<file path="src/rtl/program_load_ctrl.sv">
// rtl/program_load_ctrl.sv - UART program loader and run/step/halt controller for the MIPS core
// Ports:
//   CLK, RESET                  system clock, asynchronous active-low reset
//   I_RX_EMPTY, I_RX_DATA       RX FIFO status and head byte (first-word-fall-through)
//   O_RD_UART                   RX FIFO pop strobe
//   O_PM_WE, O_PM_ADDR, O_PM_DATA  program memory write port
//   O_CPU_CLR                   holds the CPU pipeline in reset while loading
//   O_CPU_EN                    CPU clock enable
//   I_CPU_FINISHED              CPU reached its halt instruction
//   O_DUMP_START, I_DUMP_DONE   debug-unit dump handshake
//   O_CYCLES                    saturating count of enabled CPU cycles
//   O_ERR                       one-cycle protocol error pulse
//   O_STATE                     current state encoding
module program_load_ctrl #(
  parameter int DATA_W = 32,
  parameter int ADDR_W = 5,
  parameter int CNT_W  = 32
) (
  input  logic              CLK,
  input  logic              RESET,
  input  logic              I_RX_EMPTY,
  input  logic [7:0]        I_RX_DATA,
  output logic              O_RD_UART,
  output logic              O_PM_WE,
  output logic [ADDR_W-1:0] O_PM_ADDR,
  output logic [DATA_W-1:0] O_PM_DATA,
  output logic              O_CPU_CLR,
  output logic              O_CPU_EN,
  input  logic              I_CPU_FINISHED,
  output logic              O_DUMP_START,
  input  logic              I_DUMP_DONE,
  output logic [CNT_W-1:0]  O_CYCLES,
  output logic              O_ERR,
  output logic [2:0]        O_STATE
);

  localparam int DEPTH = 1 << ADDR_W;
  localparam int BYTES = DATA_W / 8;
  localparam int BW    = (BYTES > 1) ? $clog2(BYTES) : 1;

  localparam logic [ADDR_W:0] IDX_ONE   = (ADDR_W+1)'(1);
  localparam logic [ADDR_W:0] IDX_DEPTH = (ADDR_W+1)'(DEPTH);
  localparam logic [ADDR_W:0] IDX_LAST  = (ADDR_W+1)'(DEPTH - 1);
  localparam logic [BW-1:0]   BYTE_ONE  = BW'(1);
  localparam logic [BW-1:0]   BYTE_LAST = BW'(BYTES - 1);
  localparam logic [CNT_W-1:0] CNT_ONE  = CNT_W'(1);

  typedef enum logic [2:0] {
    IDLE     = 3'd0,
    LOAD     = 3'd1,
    FILL     = 3'd2,
    WAIT_CMD = 3'd3,
    RUN      = 3'd4,
    STEP     = 3'd5,
    DUMP     = 3'd6
  } state_t;

  state_t            state;
  logic [ADDR_W:0]   n_words;
  logic [ADDR_W:0]   idx;
  logic [BW-1:0]     byte_cnt;
  logic [DATA_W-1:0] shreg;
  logic [DATA_W-1:0] word_next;
  logic [31:0]       rx_n;
  logic [CNT_W-1:0]  cycles;
  logic              pm_we, cpu_clr, dump_start, err;
  logic [ADDR_W-1:0] pm_addr;
  logic [DATA_W-1:0] pm_data;
  logic              rd_req, cpu_en, halt_req;

  assign rx_n      = {24'd0, I_RX_DATA};
  assign word_next = (shreg << 8) | DATA_W'(I_RX_DATA);
  assign halt_req  = !I_RX_EMPTY && (I_RX_DATA == 8'h04);

  // Pop and enable are combinational so a halt byte or the finished flag
  // stops the CPU in the very cycle it is seen.
  always_comb begin
    rd_req = 1'b0;
    cpu_en = 1'b0;
    case (state)
      IDLE, LOAD, WAIT_CMD: rd_req = !I_RX_EMPTY;
      RUN: begin
        rd_req = halt_req;
        cpu_en = !I_CPU_FINISHED && !halt_req;
      end
      STEP:    cpu_en = !I_CPU_FINISHED;
      default: ;
    endcase
  end

  // Gated with RESET so both read as 0 while reset is held.
  assign O_RD_UART = rd_req && RESET;
  assign O_CPU_EN  = cpu_en && RESET;

  always_ff @(posedge CLK or negedge RESET) begin
    if (!RESET) begin
      state      <= IDLE;
      n_words    <= '0;
      idx        <= '0;
      byte_cnt   <= '0;
      shreg      <= '0;
      cycles     <= '0;
      pm_we      <= 1'b0;
      pm_addr    <= '0;
      pm_data    <= '0;
      cpu_clr    <= 1'b0;
      dump_start <= 1'b0;
      err        <= 1'b0;
    end else begin
      pm_we      <= 1'b0;
      cpu_clr    <= 1'b0;
      dump_start <= 1'b0;
      err        <= 1'b0;

      if (cpu_en && cycles != '1)
        cycles <= cycles + CNT_ONE;

      case (state)
        IDLE: begin
          if (rd_req && rx_n != 32'd0) begin
            if (rx_n > DEPTH) begin
              err <= 1'b1;
            end else begin
              n_words  <= rx_n[ADDR_W:0];
              idx      <= '0;
              byte_cnt <= '0;
              cycles   <= '0;
              cpu_clr  <= 1'b1;
              state    <= LOAD;
            end
          end
        end

        LOAD: begin
          // CLR is registered here and in FILL so it also covers the
          // final memory write issued on the way out.
          cpu_clr <= 1'b1;
          if (rd_req) begin
            shreg <= word_next;
            if (byte_cnt == BYTE_LAST) begin
              byte_cnt <= '0;
              pm_we    <= 1'b1;
              pm_addr  <= idx[ADDR_W-1:0];
              pm_data  <= word_next;
              idx      <= idx + IDX_ONE;
              if (idx + IDX_ONE == n_words)
                state <= (n_words == IDX_DEPTH) ? WAIT_CMD : FILL;
            end else begin
              byte_cnt <= byte_cnt + BYTE_ONE;
            end
          end
        end

        FILL: begin
          cpu_clr <= 1'b1;
          pm_we   <= 1'b1;
          pm_addr <= idx[ADDR_W-1:0];
          pm_data <= '0;
          idx     <= idx + IDX_ONE;
          if (idx == IDX_LAST)
            state <= WAIT_CMD;
        end

        WAIT_CMD: begin
          if (rd_req) begin
            case (I_RX_DATA)
              8'h01:   state <= RUN;
              8'h02:   state <= STEP;
              8'h03:   state <= IDLE;
              8'h05: begin
                state      <= DUMP;
                dump_start <= 1'b1;
              end
              default: err <= 1'b1;
            endcase
          end
        end

        RUN: begin
          // A halt byte arriving with finished still yields a single dump.
          if (halt_req || I_CPU_FINISHED) begin
            state      <= DUMP;
            dump_start <= 1'b1;
          end
        end

        STEP: begin
          state      <= DUMP;
          dump_start <= 1'b1;
        end

        DUMP: begin
          if (I_DUMP_DONE)
            state <= WAIT_CMD;
        end

        default: state <= IDLE;
      endcase
    end
  end

  assign O_PM_WE      = pm_we;
  assign O_PM_ADDR    = pm_addr;
  assign O_PM_DATA    = pm_data;
  assign O_CPU_CLR    = cpu_clr;
  assign O_DUMP_START = dump_start;
  assign O_ERR        = err;
  assign O_CYCLES     = cycles;
  assign O_STATE      = state;

endmodule

</file>
<file path="config.mk">
export PLATFORM = sky130hd
export DESIGN_NAME = program_load_ctrl
export DESIGN_NICKNAME = d
export VERILOG_FILES = /design/src/rtl/program_load_ctrl.sv
export SDC_FILE = /design/constraint.sdc
export NUM_CORES = 1
export LEC_CHECK = 0
export ABC_CLOCK_PERIOD_IN_PS = 2550
export CORE_ASPECT_RATIO = 1.5
export CORE_MARGIN = 5
export CORE_UTILIZATION = 38
export DETAILED_ROUTE_END_ITERATION = 8
export PLACE_DENSITY = 0.71
export SLEW_MARGIN = 20
export SYNTH_ARGS = -nofsm -noshare
export SYNTH_HDL_FRONTEND = slang
export SYNTH_SLANG_ARGS = --single-unit
</file>
<file path="constraint.sdc">
create_clock -name CLK -period 2.55 [get_ports CLK]
set_input_delay 0.51 -clock CLK [delete_from_list [all_inputs] [get_ports CLK]]
set_output_delay 0.51 -clock CLK [all_outputs]
set_load 0.1 [all_outputs]
</file>
# Word level (Yosys, flattened, before mapping)
# Cells that the tools add are included.
[totals]
ff_bits = 114
latchBits = 0
ramBits = 0
rom_bits = 0
out_inout_bits = 78
word_cells = 117
mem_count = 0
[classes]
add_sub_neg = 3
n_mul = 0
div = 0
order_cmp = 1
n_eq_ne = 26
shifts = 0
mux = 49
n_bitwise = 2
n_reduce_logical = 24
[op_table]
columns = ["cell", "n"]
rows = [
  ["2-to-1 mux 32 bit", 6],
  ["one-hot mux 32 bit (2 select lines)", 1],
  ["adder 32 x 1 -> 32 bit, second input constant", 1],
  ["inequality test 32 bit, second input constant", 1],
  ["OR 32 x 8 -> 32 bit", 1],
  ["nonzero test 32 bit", 1],
  ["2-to-1 mux 3 bit", 9],
  ["2-to-1 mux 6 bit", 4],
  ["one-hot mux 3 bit (7 select lines)", 1],
  ["inequality test 2 bit, second input constant", 9],
  ["one-hot mux 6 bit (3 select lines)", 1],
  ["equality test 8 x 2 -> 1 bit, second input constant", 2],
  ["equality test 8 x 3 -> 1 bit, second input constant", 2],
  ["2-to-1 mux 1 bit", 12],
  ["one-hot mux 3 bit (4 select lines)", 1],
  ["2-to-1 mux 5 bit", 2],
  ["one-hot mux 1 bit (2 select lines)", 5],
  ["one-hot mux 5 bit (2 select lines)", 1],
  ["AND reduction 10 bit", 1],
  ["equality test 3 bit, second input constant", 3],
  ["equality test 8 x 1 -> 1 bit, second input constant", 1],
  ["greater-than comparator 8 x 6 -> 1 bit, second input constant", 1],
  ["2-to-1 mux 2 bit", 4],
  ["adder 6 x 1 -> 6 bit, second input constant", 1],
  ["other kinds (24)", 34],
]

# Depth between registers and ports, before layout
[depth]
ltp_word = 10
ltp_mapped = 9

# Worst setup path before layout
# Ideal clock, no wire load.
[synth_path]
path_kind = "register to output"
from = "reg state[0], in the netlist O_STATE[0]"
to = "out O_RD_UART"
arrival_time_ns = 2.391
required_ns = 2.040
setup_slack_ns = -0.351
stages_incl_launch_ff = 6
cell_sequence = "dfrtp_1 buf_2 nor2_1 nand3_1 o21ai_0 and2_1"
[synth_via]
elab_chain_len = 4
word_cells_on_any_way = 7
cone_classes = "eq/ne: 3; mux: 1; reduce/logical: 3"
[synth_lines]
columns = ["item", "line", "text"]
rows = [
  ["from (decl)", "58", "state_t state;"],
  ["from (signal assigned)", "147", "state <= (n_words == IDX_DEPTH) ? WAIT_CMD : FILL;"],
  ["equality test 3 x 2 -> 1 bit (tied with other cells)", "80", "case (state)"],
  ["OR reduction 3 bit", "80", ""],
  ["one-hot mux 1 bit (2 select lines) *", "80", ""],
  ["logical AND 1 bit *", "92", "assign O_RD_UART = rd_req && RESET;"],
  ["to (decl)", "23", "output logic O_RD_UART,"],
]
# Every way passes the cells marked *; elsewhere a longest branch is shown, timed or not.

# Final worst setup path
[layout_path]
from = "in I_RX_DATA[0]"
to = "out O_CPU_EN"
[layout_via]
elab_chain_len = 6
[layout_lines]
columns = ["item", "line", "text"]
rows = [
  ["from (decl)", "22", "input logic [7:0] I_RX_DATA,"],
  ["equality test 8 x 3 -> 1 bit", "73", "assign halt_req = !I_RX_EMPTY && (I_RX_DATA == 8'h04);"],
  ["logical AND 1 bit", "73", ""],
  ["zero test 1 bit", "84", "cpu_en = !I_CPU_FINISHED && !halt_req;"],
  ["logical AND 1 bit", "84", ""],
  ["one-hot mux 1 bit (2 select lines)", "80", ""],
  ["logical AND 1 bit", "93", "assign O_CPU_EN = cpu_en && RESET;"],
  ["to (decl)", "28", "output logic O_CPU_EN,"],
]
# Every way passes these cells.

==> results.txt <==
total of max-cap violations: 0
Root Driver: clkbuf_16
die height: 158.7 um
register area: 2867 sq um
Arr. time, crit path: 2010 ps
routability cong.: 0.9109
Unique masters post-synth: 61
Critical Path Stages: 5
GRT overflow: 0
final layout net count: 719
path depth of the worst reg2reg path: 7
commonest cells in the netlist: nand2_1, dfrtp_1, nand3_1, nor2_1, mux2_2
Crit path max-delay family: simple AND/OR/NAND/NOR gates
antenna cells: 0
fmax: 396.5 MHz
EDFF count, synth: 0
Area Overhead vs Synth: 33.71%
fin. max-slew vios: 0
Final Hold Fails: 0
Max FO, Critical Path: 2
number of H-tree levels: 4
Worst Setup Start Kind: input port
Setup Viol. Count Final: 0
Sink Count: 114
crit path kind: in2out
Total GRT Usage: 0.1810
Post-Synthesis Cells: 577
status: finished, final reports clean
Worst Setup EP: O_CPU_EN
fin crit period: 2522 ps
Yosys warnings: 0
most frequent cell after synthesis: nand2_1
clock tree buffer depth: 2
routed len/inst: 16.31 um
Avg Inst Size Synth: 9.713 sq um
Yosys top cell area share: 0.5090
Final HPWL DP: 11.15 mm
die area: 17330 sq um
first-pass GRT wire length: 25.03 mm
RSZ-0062 raised after global routing: no
critical path's largest stage delay: 500 ps
Post-Route Skew: 10.35 ps
Tot Pwr: 10.51 mW
PortBufs: 90
layout cells sized above 1: 0.3170
CTS tree: done
Worst EP required: 2040 ps
Register-to-Register Setup Slack: 300 ps
worst r2r dst: O_STATE[2]
dpl cells: 879
pwr dens: 1403 nW/um^2
Leak: 3.515 nW
async set or reset register ratio after synthesis: 1.000
num rows: 54
CP Launch Point: I_RX_DATA[0]
CP Buf/Inv Count: 2
antenna violations before repair: 0
total number of vias: 4766
post-synth top area cell: dfrtp_1
Slew @ Worst Pin: 527.9 ps
# fillers: 1305
IO Count: 91
vias in the first global route: 4943
Reg clk slew, reported paths: 60 ps
CTS Buf Count: 17
syn_nets: 593
HP Class: in2async
Initial Util: 0.3858
Final Non-Filler Cells: 912
Worst-Skew Late Latency: 410 ps
core area: 14530 sq um
first-pass detailed-route iteration total: 4
crit end category: output port
initial DRC count: 279
slowest CP cell: or4b_4
top cells by area, synth: dfrtp_1, nand2_1, mux2_2, nand3_1, xnor2_1
pin count of the biggest net entering global routing: 43
maximum VDD drop: 0.0006550 V
Die W: 109.2 um
Syn Std Cell Area: 5604 sq um
#FFs+latches synth: 114
cts hold-fix bufs: 0
commonest register cell after synthesis: dfrtp_1
DRT antenna net count: 0
area occupied by multi-input gates: 2608 sq um
residual DRC count: 0
Seq/Total Area, Yosys: 0.5090
RR Startpoint: idx[0]
crit share post-route: 0.9891
Vias/cell: 5.226
Relative slew margins: 0.6481
CP Cell Sequence: dlygate4sd2_1 -> or4b_4 -> o41a_4 -> and2_4 -> buf_12
Routed WL: 14.87 mm
[through the flow]
step | area (sq um) | hold WS, ps | worst slack (ps) | setup TNS [ps] | util
after detailed placement | 6832 | 461.4 | -350.7 | -6584 | 0.4703
after global placement | 6832 | 458.4 | -266.2 | -3467 | 0.4703
final | 7493 | 220.5 | 27.82 | 0 | 0.5158
after floorplan | 5620 | 214.4 | 5.377 | 0 | -
after CTS | 7477 | 214.6 | 29.41 | 0 | 0.5147
after global routing | 7493 | 244.4 | 1.089 | 0 | 0.5158
[cells in the final DEF (no fill, tap or decap), types with 4 or more instances in the layout]
| master | count |
|---|---|
| nand2_1 | 127 |
| buf_12 | 4 |
| nand2b_1 | 5 |
| a31oi_1 | 8 |
| dlygate4sd2_1 | 5 |
| a21oi_1 | 11 |
| o211ai_1 | 4 |
| mux2_2 | 26 |
| or4_1 | 4 |
| nand4_1 | 11 |
| and4_1 | 4 |
| clkinv_4 | 5 |
| nand3_1 | 47 |
| mux2i_1 | 5 |
| buf_4 | 125 |
| o21ai_0 | 8 |
| inv_1 | 8 |
| xnor2_1 | 24 |
| inv_6 | 4 |
| nor3_1 | 13 |
| nor4_1 | 9 |
| dfrtp_1 | 103 |
| clkbuf_16 | 17 |
| clkdlybuf4s50_1 | 4 |
| or3_1 | 4 |
| nor2_1 | 44 |
| dfrtp_2 | 11 |
| xor2_1 | 6 |
[where the power goes]
| group | leakage [nW] | internal, mW | switching (mW) |
|---|---|---|---|
| Clock | 0.307 | 1.57 | 0.933 |
| Sequential | 1.45 | 2.42 | 0.539 |
| Combinational | 1.75 | 1.41 | 3.65 |
| Total | 3.52 | 5.39 | 5.12 |
[flip-flops by register name, summed over array words and instances (netlist names)]
| name | flops |
|---|---|
| shreg | 24 |
| n_words | 6 |
| O_PM_WE | 1 |
| O_CPU_CLR | 1 |
| idx | 6 |
| O_CYCLES | 32 |
| O_ERR | 1 |
| O_PM_ADDR | 5 |
| O_DUMP_START | 1 |
| byte_cnt | 2 |
| O_PM_DATA | 32 |
| O_STATE | 3 |
[how the worst min path moves through the flow]
stage	start	slack [ps]	to	depth (start not counted)
3_5_place_dp	O_PM_DATA[25]	460	O_PM_DATA[25]	2
6_report	RESET	220	O_PM_DATA[5]	2
2_1_floorplan	RESET	210	O_CPU_CLR	0
3_3_place_gp	O_PM_DATA[19]	460	O_PM_DATA[19]	2
5_1_grt	RESET	240	O_CYCLES[1]	2
4_1_cts	RESET	210	O_CYCLES[1]	2
[routing by layer]
metal / vias up / track usage / wire [um]
met4: 0 / 0.07237 / 377
met2: 149 / 0.2933 / 7485
met3: 31 / 0.04630 / 830
li1: 2266 / - / -
met5: - / 0 / 0
met1: 2320 / 0.2282 / 6178
[worst reg2reg max path, delay by kind of cell, from the launching register on]
family / cells / cell delay, ps
simple gates: 4 / 830
flops: 1 / 470
fa+ha+maj: 1 / 280
compound gates: 1 / 220
mux: 1 / 330
[timing repair]
item                                    CTS  global route
hold endpoints to repair                  0             0
pin swaps                                 4             0
buffers inserted                          1             0
gates resized for setup                  15             3
endpoints found under the setup margin    2             1
[cell families (layout without fill, tap and decap cells)]
kind of cell	Yosys count	count (layout)	synth area share
DFF	114	114	0.5090
xor gates and xnor gates	30	30	0.04689
and+or+nand+nor	305	305	0.2722
AOI/OAI and AO/OA	53	53	0.06944
buffers and inverters	41	180	0.03460
muxes	31	31	0.06117
adders and majority gates	3	3	0.006699
[area by class of cell]
class / instances / share of cell area
Multi-Input combinational cell: 422 / 0.3480
Timing Repair Buffer: 140 / 0.1498
Sequential cell: 114 / 0.3825
Clock inverter: 15 / 0.02621
Inverter: 8 / 0.004007
Tap cell: 196 / 0.03273
Clock buffer: 17 / 0.05677
Note: power is estimated with default switching activity, not from simulation.
